## config.mk

```make
export PLATFORM = sky130hd
export DESIGN_NAME = result_writeback_flat
export DESIGN_NICKNAME = d
export VERILOG_FILES = /design/src/rtl/result_writeback_if.sv /design/src/rtl/result_writeback.sv /design/src/flat_wrapper.sv
export SDC_FILE = /design/constraint.sdc
export NUM_CORES = 1
export LEC_CHECK = 0
export BUFFER_PORTS_ARGS = -buffer_cell sky130_fd_sc_hd__buf_2
export CAP_MARGIN = 20
export CORE_MARGIN = 2
export CORE_UTILIZATION = 60
export DETAILED_ROUTE_END_ITERATION = 8
export GPL_ROUTABILITY_DRIVEN = 1
export PLACE_DENSITY = 0.77
export SLEW_MARGIN = 0
export SYNTH_ARGS = -nofsm -noshare
export SYNTH_HDL_FRONTEND = slang
export SYNTH_SLANG_ARGS = --single-unit
```

## constraint.sdc

```tcl
create_clock -name clk -period 6.6 [get_ports clk]
set_input_delay 0.33 -clock clk [delete_from_list [all_inputs] [get_ports clk]]
set_output_delay 0.33 -clock clk [all_outputs]
set_load 0.02 [all_outputs]
```

## src/rtl/result_writeback_if.sv

```systemverilog
// Result stream plus SRAM write request bus.
// The master modport is the writeback engine: it sinks the accumulator stream and sources
// SRAM write requests. The slave modport is the surrounding environment.
interface result_writeback_if #(
  parameter int unsigned DATA_WIDTH = 8,
  parameter int unsigned ACC_WIDTH  = 32,
  parameter int unsigned ADDR_WIDTH = 8
);
  logic                  in_vld;
  logic                  in_rdy;
  logic [ACC_WIDTH-1:0]  in_data;
  logic                  w_req_vld;
  logic                  w_req_rdy;
  logic [ADDR_WIDTH-1:0] w_req_addr;
  logic [DATA_WIDTH-1:0] w_req_data;

  modport master (
    input  in_vld, in_data, w_req_rdy,
    output in_rdy, w_req_vld, w_req_addr, w_req_data
  );

  modport slave (
    output in_vld, in_data, w_req_rdy,
    input  in_rdy, w_req_vld, w_req_addr, w_req_data
  );
endinterface

```

## src/rtl/result_writeback.sv

```systemverilog
// Result writeback: requantizes MAT_DIM accumulators of one output vector to unsigned
// DATA_WIDTH values (round half up, shift, saturate) and writes them to SRAM at
// consecutive addresses starting from a programmed base.
module result_writeback #(
  parameter int unsigned DATA_WIDTH = 8,
  parameter int unsigned ACC_WIDTH  = 32,
  parameter int unsigned ADDR_WIDTH = 8,
  parameter int unsigned MAT_DIM    = 4
) (
  input  logic                  clk,
  input  logic                  rst_n,
  input  logic                  start,
  input  logic [1:0]            op_code,
  input  logic [ADDR_WIDTH-1:0] cfg_data,
  result_writeback_if.master    bus,
  output logic                  busy,
  output logic                  done
);

  localparam int unsigned CntW = $clog2(MAT_DIM + 1);
  localparam int unsigned SumW = ACC_WIDTH + 1;

  localparam logic [1:0] OpSetBase  = 2'b00;
  localparam logic [1:0] OpSetShift = 2'b01;
  localparam logic [1:0] OpArm      = 2'b10;

  typedef enum logic [1:0] {StIdle, StRun, StDone} state_e;

  state_e                state_q, state_d;
  logic [ADDR_WIDTH-1:0] y_base_q, y_base_d;
  logic [4:0]            shift_q, shift_d;
  logic [CntW-1:0]       in_cnt_q, in_cnt_d;
  logic [CntW-1:0]       out_cnt_q, out_cnt_d;
  logic                  w_vld_q, w_vld_d;
  logic [ADDR_WIDTH-1:0] w_addr_q, w_addr_d;
  logic [DATA_WIDTH-1:0] w_data_q, w_data_d;

  logic                  in_hs;
  logic                  w_hs;
  logic [SumW-1:0]       round_val;
  logic [SumW-1:0]       sum_val;
  logic [SumW-1:0]       shifted;
  logic [DATA_WIDTH-1:0] q_val;

  // Requantize the incoming accumulator; the extra sum bit keeps all-ones inputs from wrapping.
  always_comb begin
    round_val = '0;
    if (shift_q != 5'd0) begin
      round_val = SumW'(1) << (shift_q - 5'd1);
    end
    sum_val = {1'b0, bus.in_data} + round_val;
    shifted = sum_val >> shift_q;
    if ((shifted >> DATA_WIDTH) != '0) begin
      q_val = '1;
    end else begin
      q_val = shifted[DATA_WIDTH-1:0];
    end
  end

  // Stream handshakes and status outputs.
  always_comb begin
    bus.in_rdy     = (state_q == StRun) && (in_cnt_q < CntW'(MAT_DIM)) &&
                     (!w_vld_q || bus.w_req_rdy);
    in_hs          = bus.in_vld && bus.in_rdy;
    w_hs           = w_vld_q && bus.w_req_rdy;
    bus.w_req_vld  = w_vld_q;
    bus.w_req_addr = w_addr_q;
    bus.w_req_data = w_data_q;
    busy           = (state_q == StRun);
    done           = (state_q == StDone);
  end

  // Next-state logic: configuration in idle, element transfer in run.
  always_comb begin
    state_d   = state_q;
    y_base_d  = y_base_q;
    shift_d   = shift_q;
    in_cnt_d  = in_cnt_q;
    out_cnt_d = out_cnt_q;
    w_vld_d   = w_vld_q;
    w_addr_d  = w_addr_q;
    w_data_d  = w_data_q;

    unique case (state_q)
      StIdle: begin
        if (start) begin
          case (op_code)
            OpSetBase:  y_base_d = cfg_data;
            OpSetShift: shift_d  = cfg_data[4:0];
            OpArm: begin
              in_cnt_d  = '0;
              out_cnt_d = '0;
              state_d   = StRun;
            end
            default: ;
          endcase
        end
      end
      StRun: begin
        if (w_hs) begin
          w_vld_d   = 1'b0;
          out_cnt_d = out_cnt_q + CntW'(1);
        end
        // A new accept reloads the output register in the same cycle as a write accept.
        if (in_hs) begin
          w_vld_d  = 1'b1;
          w_addr_d = y_base_q + ADDR_WIDTH'(in_cnt_q);
          w_data_d = q_val;
          in_cnt_d = in_cnt_q + CntW'(1);
        end
        if (out_cnt_d == CntW'(MAT_DIM)) begin
          state_d = StDone;
        end
      end
      StDone: state_d = StIdle;
      default: state_d = StIdle;
    endcase
  end

  // State registers with asynchronous active-low reset.
  always_ff @(posedge clk or negedge rst_n) begin
    if (!rst_n) begin
      state_q   <= StIdle;
      y_base_q  <= '0;
      shift_q   <= '0;
      in_cnt_q  <= '0;
      out_cnt_q <= '0;
      w_vld_q   <= 1'b0;
      w_addr_q  <= '0;
      w_data_q  <= '0;
    end else begin
      state_q   <= state_d;
      y_base_q  <= y_base_d;
      shift_q   <= shift_d;
      in_cnt_q  <= in_cnt_d;
      out_cnt_q <= out_cnt_d;
      w_vld_q   <= w_vld_d;
      w_addr_q  <= w_addr_d;
      w_data_q  <= w_data_d;
    end
  end

endmodule

```

## src/flat_wrapper.sv

```systemverilog
// flat-port wrapper written by rule: the top's interface ports become plain ports
module result_writeback_flat 
#(
  parameter int unsigned DATA_WIDTH = 8,
  parameter int unsigned ACC_WIDTH  = 32,
  parameter int unsigned ADDR_WIDTH = 8,
  parameter int unsigned MAT_DIM    = 4
)
  (clk, rst_n, start, op_code, cfg_data, busy, done, bus_in_vld, bus_in_data, bus_w_req_rdy, bus_in_rdy, bus_w_req_vld, bus_w_req_addr, bus_w_req_data);
  result_writeback_if #(.DATA_WIDTH(DATA_WIDTH), .ACC_WIDTH(ACC_WIDTH), .ADDR_WIDTH(ADDR_WIDTH)) bus_i ();
  input  logic clk;
  input  logic rst_n;
  input  logic start;
  input  logic [1:0] op_code;
  input  logic [ADDR_WIDTH-1:0] cfg_data;
  output logic busy;
  output logic done;
  input wire logic [$bits(bus_i.in_vld)-1:0] bus_in_vld;
  input wire logic [$bits(bus_i.in_data)-1:0] bus_in_data;
  input wire logic [$bits(bus_i.w_req_rdy)-1:0] bus_w_req_rdy;
  output wire logic [$bits(bus_i.in_rdy)-1:0] bus_in_rdy;
  output wire logic [$bits(bus_i.w_req_vld)-1:0] bus_w_req_vld;
  output wire logic [$bits(bus_i.w_req_addr)-1:0] bus_w_req_addr;
  output wire logic [$bits(bus_i.w_req_data)-1:0] bus_w_req_data;
  assign bus_i.in_vld = bus_in_vld;
  assign bus_i.in_data = bus_in_data;
  assign bus_i.w_req_rdy = bus_w_req_rdy;
  assign bus_in_rdy = bus_i.in_rdy;
  assign bus_w_req_vld = bus_i.w_req_vld;
  assign bus_w_req_addr = bus_i.w_req_addr;
  assign bus_w_req_data = bus_i.w_req_data;
  result_writeback #(.DATA_WIDTH(DATA_WIDTH), .ACC_WIDTH(ACC_WIDTH), .ADDR_WIDTH(ADDR_WIDTH), .MAT_DIM(MAT_DIM)) u_core (.clk(clk), .rst_n(rst_n), .start(start), .op_code(op_code), .cfg_data(cfg_data), .bus(bus_i), .busy(busy), .done(done));
endmodule
```

After elaboration in Yosys (flattened, before gate mapping)
Index checks and enable logic that the tools add are counted.
W data, S select, Z words.
{ "word_totals": {"register_bits": 38, "input_bits": 47, "elab_cells": 59} }
{ "classes": {"add_sub_neg": 5, "magnitude_cmp": 1, "n_eq_ne": 9, "shifts": 2, "n_mux": 15, "n_reduce_logical": 19} }
{ "op_table": {"columns": ["operator", "n"], "rows": [
  ["$add A32 B33 Y33", 1],
  ["$mux W33", 1],
  ["$reduce_bool A33 Y1", 1],
  ["$shl A1 B5 Y33 const A", 1],
  ["$shr A33 B5 Y33", 1],
  ["$mux W3", 5],
  ["$pmux W3 S2", 2],
  ["$reduce_and A3 Y1", 4],
  ["$add A8 B3 Y8", 1],
  ["$mux W8", 1],
  ["$add A3 B1 Y3 const B", 2],
  ["$mux W2", 3],
  ["$reduce_bool A5 Y1", 1],
  ["$sub A5 B1 Y5 const B", 1],
  ["$eq A2 B1 Y1 const B", 2],
  ["$eq A2 B2 Y1 const B", 2],
  ["$logic_and A1 B1 Y1", 4],
  ["$logic_not A2 Y1", 2],
  ["$ne A2 B1 Y1 const B", 2],
  ["$ne A2 B2 Y1 const B", 2],
  ["$pmux W2 S2", 1],
  ["$reduce_and A2 Y1", 2],
  ["$reduce_and A4 Y1", 1],
  ["$reduce_bool A2 Y1", 2],
  ["other kinds (5)", 6]
]} }

Logic depth before layout (Yosys ltp)
Gate-level depths: netlist of the first run.
{ "depth": {"depth_word": 7, "ltp_mapped": 21, "depth_no_buf": 17} }

Least setup slack after synthesis of the first run
Ideal clock, no wire load.
{ "synth_path": {"path_kind": "register -> register", "from": "reg u_core.shift_q[0]", "to": "reg u_core.w_data_q[6], in the netlist u_core.bus.w_req_data[6]", "setup_ns": 0.146, "arrival_ns": 5.166, "required_ns": 6.454, "path_slack_ns": 1.287, "stages_incl_launch_ff": 20, "synth_period_minus_slack_ns": 5.313, "path_cell_list": "dfrtp_1 clkinv_1 buf_1 buf_1 buf_1 nand2_1 nor3_1 ha_1 buf_2 a21o_1 a2111oi_4 a21oi_2 o41ai_2 xnor2_1 a222oi_1 and2_1 o221a_2 or4b_4 nor4_4 a211oi_1"} }
{ "synth_via": {"elab_chain_len": 7} }
{ "synth_lines": {"columns": ["item", "line", "source"], "rows": [
  ["start, declared", "result_writeback.sv:31", "logic [4:0] shift_q, shift_d;"],
  ["start signal, assigned", "result_writeback.sv:134", "shift_q <= shift_d;"],
  ["$sub A5 B1 Y5", "result_writeback.sv:49", "round_val = SumW'(1) << (shift_q - 5'd1);"],
  ["$shl A1 B5 Y33", "result_writeback.sv:49", null],
  ["$mux W33", "result_writeback.sv:48", "if (shift_q != 5'd0) begin"],
  ["$add A32 B33 Y33", "result_writeback.sv:51", "sum_val = {1'b0, bus.in_data} + round_val;"],
  ["$shr A33 B5 Y33 *", "result_writeback.sv:52", "shifted = sum_val >> shift_q;"],
  ["$reduce_bool A33 Y1", "result_writeback.sv:53", "if ((shifted >> DATA_WIDTH) != '0) begin"],
  ["$mux W8 *", "result_writeback.sv:53", null],
  ["end signal, assigned", "result_writeback.sv:139", "w_data_q <= w_data_d;"],
  ["end, declared", "result_writeback.sv:36", "logic [DATA_WIDTH-1:0] w_data_q, w_data_d;"]
]} }
Mark *: on every way between the ends. The rest lies on a longest branch, timed or not.
A chain may end at the register's enable or synchronous reset.

Final worst setup path of the first run
{ "layout_path": {"from": "reg u_core.shift_q[1]", "to": "reg u_core.w_data_q[6], in the netlist u_core.bus.w_req_data[6]"} }
Same word-level chain as after synthesis.

==> results.json, run 1 <==
{
  "required_ns": 6.74,
  "cts.sinks": 38,
  "tns_ns": 0,
  "syn_area_um2": 5970,
  "grt_pass1_vias": 6365,
  "htreeDepth": 2,
  "nets": 905,
  "r2r-start": "u_core.shift_q[1]",
  "pin_count": 67,
  "cp_slowest_cell": "dfrtp_1",
  "synth.top_cell.area_share": 0.159,
  "setup_viol": 0,
  "wl_met3_um": 2230,
  "wirelength_um": 19700,
  "drtIter0Drc": 734,
  "row_count": 36,
  "area_growth_pct": 7.42,
  "cts_buffers": 5,
  "io_buffer_count": 66,
  "critPathCaptureType": "register",
  "clk_latency_ns": 0.29,
  "rsz0062_at_grt": "no",
  "synth.net_count": 870,
  "critPathMaxFanout": 23,
  "slew_headroom": 0.431,
  "cts_resized": 0,
  "cp_slowest_stage_delay_ns": 0.86,
  "initial_core_util": 0.613,
  "drive_gt1_frac": 0.156,
  "p_per_area_nw_per_um2": 435,
  "critPathLaunch": "u_core.shift_q[1]",
  "hold_viol": 0,
  "path_class": "reg -> reg",
  "ys_seq_area_frac": 0.159,
  "synth.area.top_cells": "dfrtp_1 (16%), ha_1 (7.8%), nor2_1 (5.3%), nand2_1 (5.2%), a21oi_1 (4.9%)",
  "synth.most_common_cell": "nor2_1",
  "die_h_um": 104,
  "clockBufferDepth": 2,
  "slew_viol_final": 0,
  "synth_cells": 784,
  "clock.fmax_mhz": 167,
  "path_clk_slew_ns": 0.07,
  "fp.dieW_um": 104,
  "peakVddDrop_v": 0.000265,
  "crit_buf_inv": 1,
  "cts_tree": "built",
  "hold_path_class": "in -> async",
  "worstPathCellList": "nand2_1 > buf_4 > nor2_1 > ha_1 > o21ai_0 > a21oi_1 > a211oi_2 > o31ai_1 > a31oi_2 > xor2_2 > mux2i_1 > mux2i_1 > o221a_2 > or4b_4 > nor4_4 > a211oi_1",
  "hpwl_um": 15000,
  "highest_layer": "met4",
  "critPathMostFrequentCell": "mux2i_1",
  "start_kind": "register",
  "fin_crit_ns": 5.99,
  "async_reset_ff_frac": 1.00,
  "m1WireLength_um": 7880,
  "synth-seq-cells": 38,
  "drt-pass1-iter-count": 6,
  "vias_per_cell": 7.02,
  "cap_violations": 0,
  "synth-edff-count": 0,
  "r2r_slack_ns": 0.61,
  "grtUsageTotal": 0.357,
  "core_area_um2": 9730,
  "antenna_found_initial": 0,
  "pre_cts_ws_ns": 0.911,
  "status": "complete, no violations",
  "clockRootBuffer": "clkbuf_8",
  "wl_per_cell_um": 20.7,
  "yosysTopAreaCell": "dfrtp_1",
  "fin_ws_ns": 0.609,
  "path_delay_family": "compound AO/OA/AOI/OAI gates",
  "synth_warnings": 0,
  "vias": 6679,
  "ys_types": 83,
  "ant_nets": 0,
  "finClkSkew_ns": 0.00426,
  "wl_met2_um": 8820,
  "avgSynthCellArea_um2": 7.61,
  "grt_pass1_wl_um": 31800,
  "p_leak_nw": 2.72,
  "die_area_um2": 10800,
  "post-cts-setup-buffer-count": 0,
  "cp.arrival_ns": 6.14,
  "worst_pin_slew_ns": 0.845,
  "synth_commonest_cells": "nor2_1 (85), nand2_1 (83), a21oi_1 (59)",
  "ctsHoldBuffers": 0,
  "totalPowerFinal_mw": 2.79,
  "globalplace.congestion": 1.04,
  "synthFlopType": "dfrtp_1",
  "finalCritPeriodShare": 0.908,
  "grt_max_degree": 39,
  "gr-total-overflow": 0,
  "drc": 0,
  "antenna_cells_inserted": 0
}
==> worst register-to-register path, cell delays in order (launching register included) <==
cell and delay [ns]:
dfrtp_1 0.86, nand2_1 0.50, buf_4 0.34, nor2_1 0.13, ha_1 0.32, o21ai_0 0.32
a21oi_1 0.16, a211oi_2 0.47, o31ai_1 0.23, a31oi_2 0.34, xor2_2 0.33, mux2i_1 0.22
mux2i_1 0.30, o221a_2 0.25, or4b_4 0.47, nor4_4 0.46, a211oi_1 0.14
==> path summary, 6_finish.rpt <==
check / to / cells past startpoint
min: u_core.state_q[0] / 1
max in group asynchronous: u_core.bus.w_req_addr[1] / 1
min reg2reg: u_core.bus.w_req_addr[4] / 2
max: u_core.bus.w_req_data[6] / 16
min in group clk: u_core.y_base_q[6] / 2
max reg2reg: u_core.bus.w_req_data[6] / 16
==> metrics by stage <==
step / hold WS (ns) / util / std cells / cell area (um^2)
floorplan: 0.0344 / - / 784 / 5970
global placement: 0.454 / 0.650 / 945 / 6330
detailed placement: 0.467 / 0.650 / 945 / 6330
CTS: 0.168 / 0.659 / 951 / 6410
global route: 0.201 / 0.659 / 951 / 6410
finish: 0.132 / 0.659 / 951 / 6410
==> per-layer routing <==
layer  GRT usage  vias to the layer above
li1            -                     3056
met1       0.473                     3095
met2       0.579                      448
met3      0.0755                       80
met4       0.127                        0
met5           0                        -
==> where the power goes <==
| group | switching [mW] | internal [mW] | total, mW | leakage [nW] |
|---|---|---|---|---|
| logic | 1.34 | 0.827 | 2.17 | 2.23 |
| clock network | 0.0789 | 0.0806 | 0.160 | 0.0431 |
| registers | 0.124 | 0.331 | 0.456 | 0.446 |
==> sequential cells by signal (all words and copies together), names as in the netlist <==
register	cells
u_core.bus.w_req_addr	8
u_core.bus.w_req_data	8
u_core.bus.w_req_vld	1
u_core.in_cnt_q	3
u_core.out_cnt_q	3
u_core.shift_q	5
u_core.state_q	2
u_core.y_base_q	8
==> layout by cell type, fill, tap and decap left out, types with 5 or more instances in the layout <==
cell type and count:
buf_4 11, a21o_1 15, o21ai_0 41, a2111oi_0 5
o221ai_1 5, o21ai_1 6, o211ai_1 14, and4_1 5
o211a_1 5, inv_1 15, nand4_1 15, nor2_1 85
a22oi_1 5, mux2_2 16, nor4_1 16, o32ai_1 5
clkbuf_8 6, xnor2_1 20, and2_1 12, or3_1 7
buf_2 66, o21a_1 13, ha_1 37, xor2_1 17
o22ai_1 8, a31oi_1 5, a21oi_1 59, nand2_1 83
nor3_1 25, mux2i_1 24, o31ai_1 5, mux4_2 12
dfrtp_1 38, nand3_1 20, a211oi_1 13, o21bai_1 6
==> cells by family after synthesis <==
logic type,after synthesis,share of synthesized area
compound gates,254,0.297
mux,52,0.116
simple gates,295,0.238
buf+inv,67,0.0480
xor+xnor,38,0.0570
flops,38,0.159
other cells,1,0.000629
fa+ha+maj,39,0.0843
==> cell type report <==
| cell class | instances | area, um^2 |
|---|---|---|
| multi-input combinational | 679 | 4730 |
| fill | 874 | 3320 |
| sequential | 38 | 951 |
| timing repair buffer | 77 | 413 |
| tap | 133 | 166 |
| clock buffer | 6 | 82.6 |
| inverter | 18 | 67.6 |
No activity file was read; power rests on OpenSTA's default activity.
==> inputs of run 2 (changes only) <==
ABC_AREA = 1   (was unset)
==> run 2 against run 1 <==
Combinational power fell by 10%. Wire length fell by 4.4%. Sequential share of layout area fell by 0.64 points. Total power fell by 5.2%. Worst hold slack got worse by 0.0049 ns.
==> results.json, run 2 <==
{
  "status": "complete, no violations",
  "htreeDepth": 2,
  "cts_buffers": 5,
  "synth.net_count": 1231,
  "rsz0062_at_grt": "no",
  "cts_tree": "built",
  "grt_pass1_vias": 6497,
  "hold_path_class": "in -> async",
  "globalplace.congestion": 0.956,
  "synth_cells": 1145,
  "p_per_area_nw_per_um2": 394,
  "postLayoutCoreUtil": 0.679,
  "grt_max_degree": 39,
  "critPathMaxFanout": 14,
  "gr-total-overflow": 0,
  "p_clk_frac": 0.094,
  "clockBufferDepth": 2,
  "ys_seq_area_frac": 0.154,
  "post-cts-setup-buffer-count": 0,
  "synth-seq-cells": 38,
  "drt-pass1-iter-count": 6,
  "peakVddDrop_v": 0.000231,
  "fin_crit_ns": 4.93,
  "layout_commonest_cell": "nand2_1",
  "async_reset_ff_frac": 1.00,
  "worst_pin_slew_ns": 0.956,
  "critPathCaptureType": "register",
  "cap_violations": 0,
  "antenna_cells_inserted": 0,
  "yosysTopAreaCell": "nand2_1",
  "avgSynthCellArea_um2": 5.38,
  "synth.most_common_cell": "nand2_1",
  "swShare": 0.571,
  "required_ns": 6.80,
  "cp.arrival_ns": 5.13,
  "synth.area.top_cells": "nand2_1 (24%), nand3_1 (16%), dfrtp_1 (15%), inv_1 (11%), ha_1 (7.5%)",
  "vias": 7280,
  "hpwl_um": 15500,
  "grtUsageTotal": 0.348,
  "internal_power_mw": 1.13,
  "path_clk_slew_ns": 0.08,
  "cts_resized": 0,
  "initial_core_util": 0.624,
  "ant_nets": 0,
  "area_growth_pct": 8.80,
  "grt_pass1_wl_um": 31300,
  "path_class": "reg -> reg",
  "ctsHoldBuffers": 0,
  "critPathLaunch": "u_core.shift_q[0]",
  "die_area_um2": 11100,
  "pin_count": 67,
  "start_kind": "register",
  "hold_viol": 0,
  "wl_per_cell_um": 14.2,
  "core_area_um2": 9860,
  "row_count": 36,
  "die_h_um": 105,
  "pwr-share-comb": 0.737,
  "drtIter0Drc": 886,
  "tns_ns": 0,
  "drive_gt1_frac": 0.105,
  "nets": 1277,
  "clk_latency_ns": 0.30,
  "power_frac_seq": 0.168,
  "synth_commonest_cells": "nand2_1 (397), nand3_1 (191), inv_1 (176)",
  "clock.fmax_mhz": 203,
  "synth.top_cell.area_share": 0.242,
  "final_cell_mix": "nand2_1 (397), nand3_1 (191), inv_1 (176)",
  "synth-edff-count": 0,
  "p_leak_nw": 3.92,
  "vias_per_cell": 5.49,
  "io_buffer_count": 66,
  "r2r-start": "u_core.shift_q[0]",
  "drc": 0,
  "clockRootBuffer": "clkbuf_8",
  "finalCritPeriodShare": 0.747,
  "synthFlopType": "dfrtp_1",
  "setup_viol": 0,
  "cts.sinks": 38,
  "wirelength_um": 18800,
  "fp.dieW_um": 105,
  "finClkSkew_ns": 0.00505,
  "ys_types": 45,
  "antenna_found_initial": 0,
  "synth_warnings": 0,
  "slew_viol_final": 0,
  "slew_headroom": 0.359,
  "syn_area_um2": 6160,
  "switching_power_mw": 1.51,
  "r2r_slack_ns": 1.67
}
-- run 2: cell count changes after synthesis, moves of 13 or more --
cell      previous run  this run
mux2i_1             24         2
o21a_1              13         0
nor4_1              16         0
a211oi_1            13         0
mux2_2              16         2
inv_1               15       176
nand2_2              1        14
xnor2_1             20         5
nand2_1             83       397
nand3_1             20       191
nor3_1              25         8
a21o_1              15         1
a21oi_1             59        25
-- run 2: cell type report --
| cell class | instances | area [um^2] |
|---|---|---|
| inverters | 184 | 691 |
| fillers | 1005 | 3170 |
| well taps | 133 | 166 |
| clock inverters | 2 | 60.1 |
| clock buffers | 6 | 82.6 |
| repair buffers | 73 | 383 |
| multi-input cells | 889 | 4360 |
| flip-flops and latches | 38 | 951 |
-- run 2: cells by family (layout without fill, tap and decap cells) --
kind of cell | Yosys count | in the layout | synth area share
AO/OA/AOI/OAI | 82 | 82 | 0.0740
XOR/XNOR | 14 | 14 | 0.0199
adder cells (fa/ha/maj) | 39 | 39 | 0.0817
buffers and inverters | 218 | 265 | 0.137
flip-flops | 38 | 38 | 0.154
multiplexers | 4 | 4 | 0.00691
other | 1 | 1 | 0.000609
AND/OR/NAND/NOR | 749 | 749 | 0.526
-- run 2: per-layer routing --
layer / part of all wire / GRT usage / vias up
met1: 0.45 / 0.506 / 3206
li1: - / - / 3699
met3: 0.097 / 0.0569 / 32
met2: 0.43 / 0.536 / 343
met5: 0 / 0 / -
met4: 0.019 / 0.0867 / 0
-- run 2: stage by stage --
step           std cells  hold slack (ns)  cell area, um^2  setup slack [ns]  power [mW]
3_3_place_gp        1317            0.459             6560              1.96        2.33
3_5_place_dp        1317            0.473             6560              1.90        2.34
2_1_floorplan       1145           0.0344             6160              2.69        1.90
4_1_cts             1325            0.154             6700              1.81        2.60
5_1_grt             1325            0.195             6700              1.19        2.92
6_report            1325            0.127             6700              1.67        2.64
-- run 2: power by group through the flow --
stage                     registers, mW  clock network (mW)  logic (mW)
after global placement            0.440                   0        1.89
after global routing              0.457               0.263        2.20
after floorplan                   0.457                   0        1.45
after detailed placement          0.444                   0        1.89
after CTS                         0.441               0.250        1.91
final                             0.445               0.249        1.95
-- run 2: final timing paths --
check,end,cells after the start
max,u_core.bus.w_req_data[3],27
min,u_core.bus.w_req_addr[6],1
max reg2reg,u_core.bus.w_req_data[3],27
min reg2reg,u_core.bus.w_req_addr[1],2
max in group asynchronous,u_core.out_cnt_q[2],1
min in group clk,u_core.y_base_q[6],2
-- run 2: critical path, cell delays in order (launching register included) --
cell and delay (ns):
dfrtp_1 0.66, clkinv_1 0.45, nor2_1 0.44, inv_1 0.10
nor3_1 0.26, nand2_1 0.10, inv_1 0.07, ha_1 0.20
fa_1 0.25, nand3_1 0.11, nand3_2 0.12, nand2_1 0.07
nand2_1 0.16, nand2_1 0.10, nand2_2 0.12, nand2_2 0.07
nand3_1 0.12, nand3_1 0.16, nand2_1 0.12, nand2_1 0.08
nand3_1 0.11, o21ai_0 0.08, nor3_1 0.24, nand2_1 0.16
a21oi_4 0.25, nand3_1 0.12, nand2_1 0.08, inv_1 0.04
==> inputs of run 3 (changes only) <==
CORE_UTILIZATION = 55   (was 60)
PLACE_DENSITY = 0.74   (was 0.77)
clock period = 4.4 ns   (was 6.6 ns; I/O delays follow)
==> run 3 against run 2 <==
Sequential cell count unchanged. Global-route usage down 2.8 points. Largest cell class unchanged. Maximum frequency up 19%. Sequential power up 43%. Sequential share of layout area down 0.14 points. Highest routed layer unchanged.
==> results.json, run 3 (synthesis results as in run 2) <==
{
  "status": "complete, no violations",
  "r2r_slack_ns": 0.25,
  "cp_slowest_cell": "dfrtp_2",
  "p_leak_nw": 3.93,
  "clockRootBuffer": "clkbuf_8",
  "drive_gt1_frac": 0.124,
  "critPathCaptureType": "register",
  "slew_headroom": 0.392,
  "ant_nets": 0,
  "die_h_um": 110,
  "hold_path_class": "in -> async",
  "clockBufferDepth": 2,
  "io_buffer_count": 66,
  "clk_latency_ns": 0.29,
  "finalCritPeriodShare": 0.944,
  "pre_cts_ws_ns": 0.127,
  "drc": 0,
  "hold_viol": 0,
  "p_clk_frac": 0.059,
  "die_area_um2": 12100,
  "core_area_um2": 10900,
  "worst_pin_slew_ns": 0.906,
  "swShare": 0.582,
  "vias_per_cell": 5.38,
  "final_cell_mix": "nand2_1 (392), nand3_1 (184), inv_1 (176)",
  "hpwl_um": 15700,
  "path_class": "reg -> reg",
  "switching_power_mw": 2.28,
  "cts_buffers": 5,
  "internal_power_mw": 1.64,
  "grt_pass1_vias": 6324,
  "pin_count": 67,
  "slew_viol_final": 0,
  "totalPowerFinal_mw": 3.92,
  "drt-pass1-iter-count": 5,
  "cts.sinks": 38,
  "area_growth_pct": 10.0,
  "wirelength_um": 18800,
  "layoutNonFillerInstCount": 1337,
  "grt_pass1_wl_um": 30200,
  "fp.dieW_um": 110,
  "power_frac_seq": 0.162,
  "critPathMaxFanout": 8,
  "cts_tree": "built",
  "path_clk_slew_ns": 0.08,
  "required_ns": 4.60,
  "layout_commonest_cell": "nand2_1",
  "cp.arrival_ns": 4.35,
  "htreeDepth": 2,
  "p_per_area_nw_per_um2": 579,
  "drtIter0Drc": 617,
  "cap_violations": 0,
  "fin_crit_ns": 4.15,
  "initial_core_util": 0.565,
  "antenna_found_initial": 0,
  "ctsHoldBuffers": 0,
  "vias": 7193,
  "grt_max_degree": 39,
  "antenna_cells_inserted": 0,
  "clock.fmax_mhz": 241,
  "fin_ws_ns": 0.248,
  "gr-total-overflow": 0,
  "wl_per_cell_um": 14.1,
  "pwr-share-comb": 0.778,
  "peakVddDrop_v": 0.000362,
  "globalplace.congestion": 1.02,
  "nFillCells": 1181,
  "start_kind": "register",
  "row_count": 38,
  "placed_cells": 1327,
  "nets": 1283,
  "setup_viol": 0,
  "finClkSkew_ns": 0.00834,
  "critPathMostFrequentCell": "nand2_1",
  "grtUsageTotal": 0.320,
  "cp_slowest_stage_delay_ns": 0.45
}
run 3: cell types whose count changed in the layout (fill, tap and decap cells not counted), moves of 3 or more:
cell | before | now
nor2_2 | 6 | 10
buf_4 | 7 | 10
nor2_1 | 97 | 93
nand2_1 | 397 | 392
nand3_2 | 7 | 14
nand2_2 | 14 | 18
nand3_1 | 191 | 184
run 3: worst max-delay path, delay by kind of cell (launching register included):
family,cells,cell delay [ns]
compound gates,1,0.19
fa+ha+maj,2,0.61
buf+inv,5,0.39
flops,1,0.45
simple gates,23,2.42
run 3: power by group through the flow:
stage | combinational (mW) | sequential, mW | clock (mW)
3_3_place_gp | 2.88 | 0.631 | 0
4_1_cts | 2.91 | 0.631 | 0.237
5_1_grt | 3.44 | 0.664 | 0.248
6_report | 3.05 | 0.636 | 0.233
3_5_place_dp | 2.90 | 0.637 | 0
2_1_floorplan | 2.17 | 0.686 | 0
run 3: per-layer routing:
layer  vias up  GRT usage  part of all wire
met5         -          0                 0
met4         0     0.0606             0.014
met3        22     0.0243             0.058
met1      3227      0.471              0.48
li1       3721          -                 -
met2       223      0.514              0.44
run 3: cell type report:
cell class	count	area, um^2	area share
Multi-Input combinational cell	889	4430	0.654
Clock buffer	5	68.8	0.0102
Tap cell	140	175	0.0259
Inverter	184	691	0.102
Timing Repair Buffer	79	448	0.0661
Sequential cell	38	952	0.141
Clock inverter	2	10.0	0.00148
run 3: per-stage QoR:
stage               utilization  instance area (um^2)  TNS [ns]  hold slack, ns
finish                    0.622                  6770         0          0.0285
floorplan                     -                  6160         0         -0.0756
global route              0.622                  6770    -0.280          0.0936
CTS                       0.612                  6670         0          0.0574
detailed placement        0.605                  6590         0           0.376
global placement          0.605                  6590         0           0.373
run 3: what timing repair did:
action	in CTS	in global routing
setup endpoints to repair	0	8
buffers inserted	0	3
gates resized for setup	0	21
run 3: final timing paths:
kind	to	from	cells past startpoint
min in group clk	u_core.y_base_q[6]	cfg_data[6]	2
max reg2reg	u_core.bus.w_req_data[4]	u_core.shift_q[0]	31
max in group asynchronous	u_core.shift_q[0]	rst_n	1
max	u_core.bus.w_req_data[4]	u_core.shift_q[0]	31
min	u_core.bus.w_req_data[4]	rst_n	1
min reg2reg	u_core.bus.w_req_addr[2]	u_core.bus.w_req_addr[2]	2
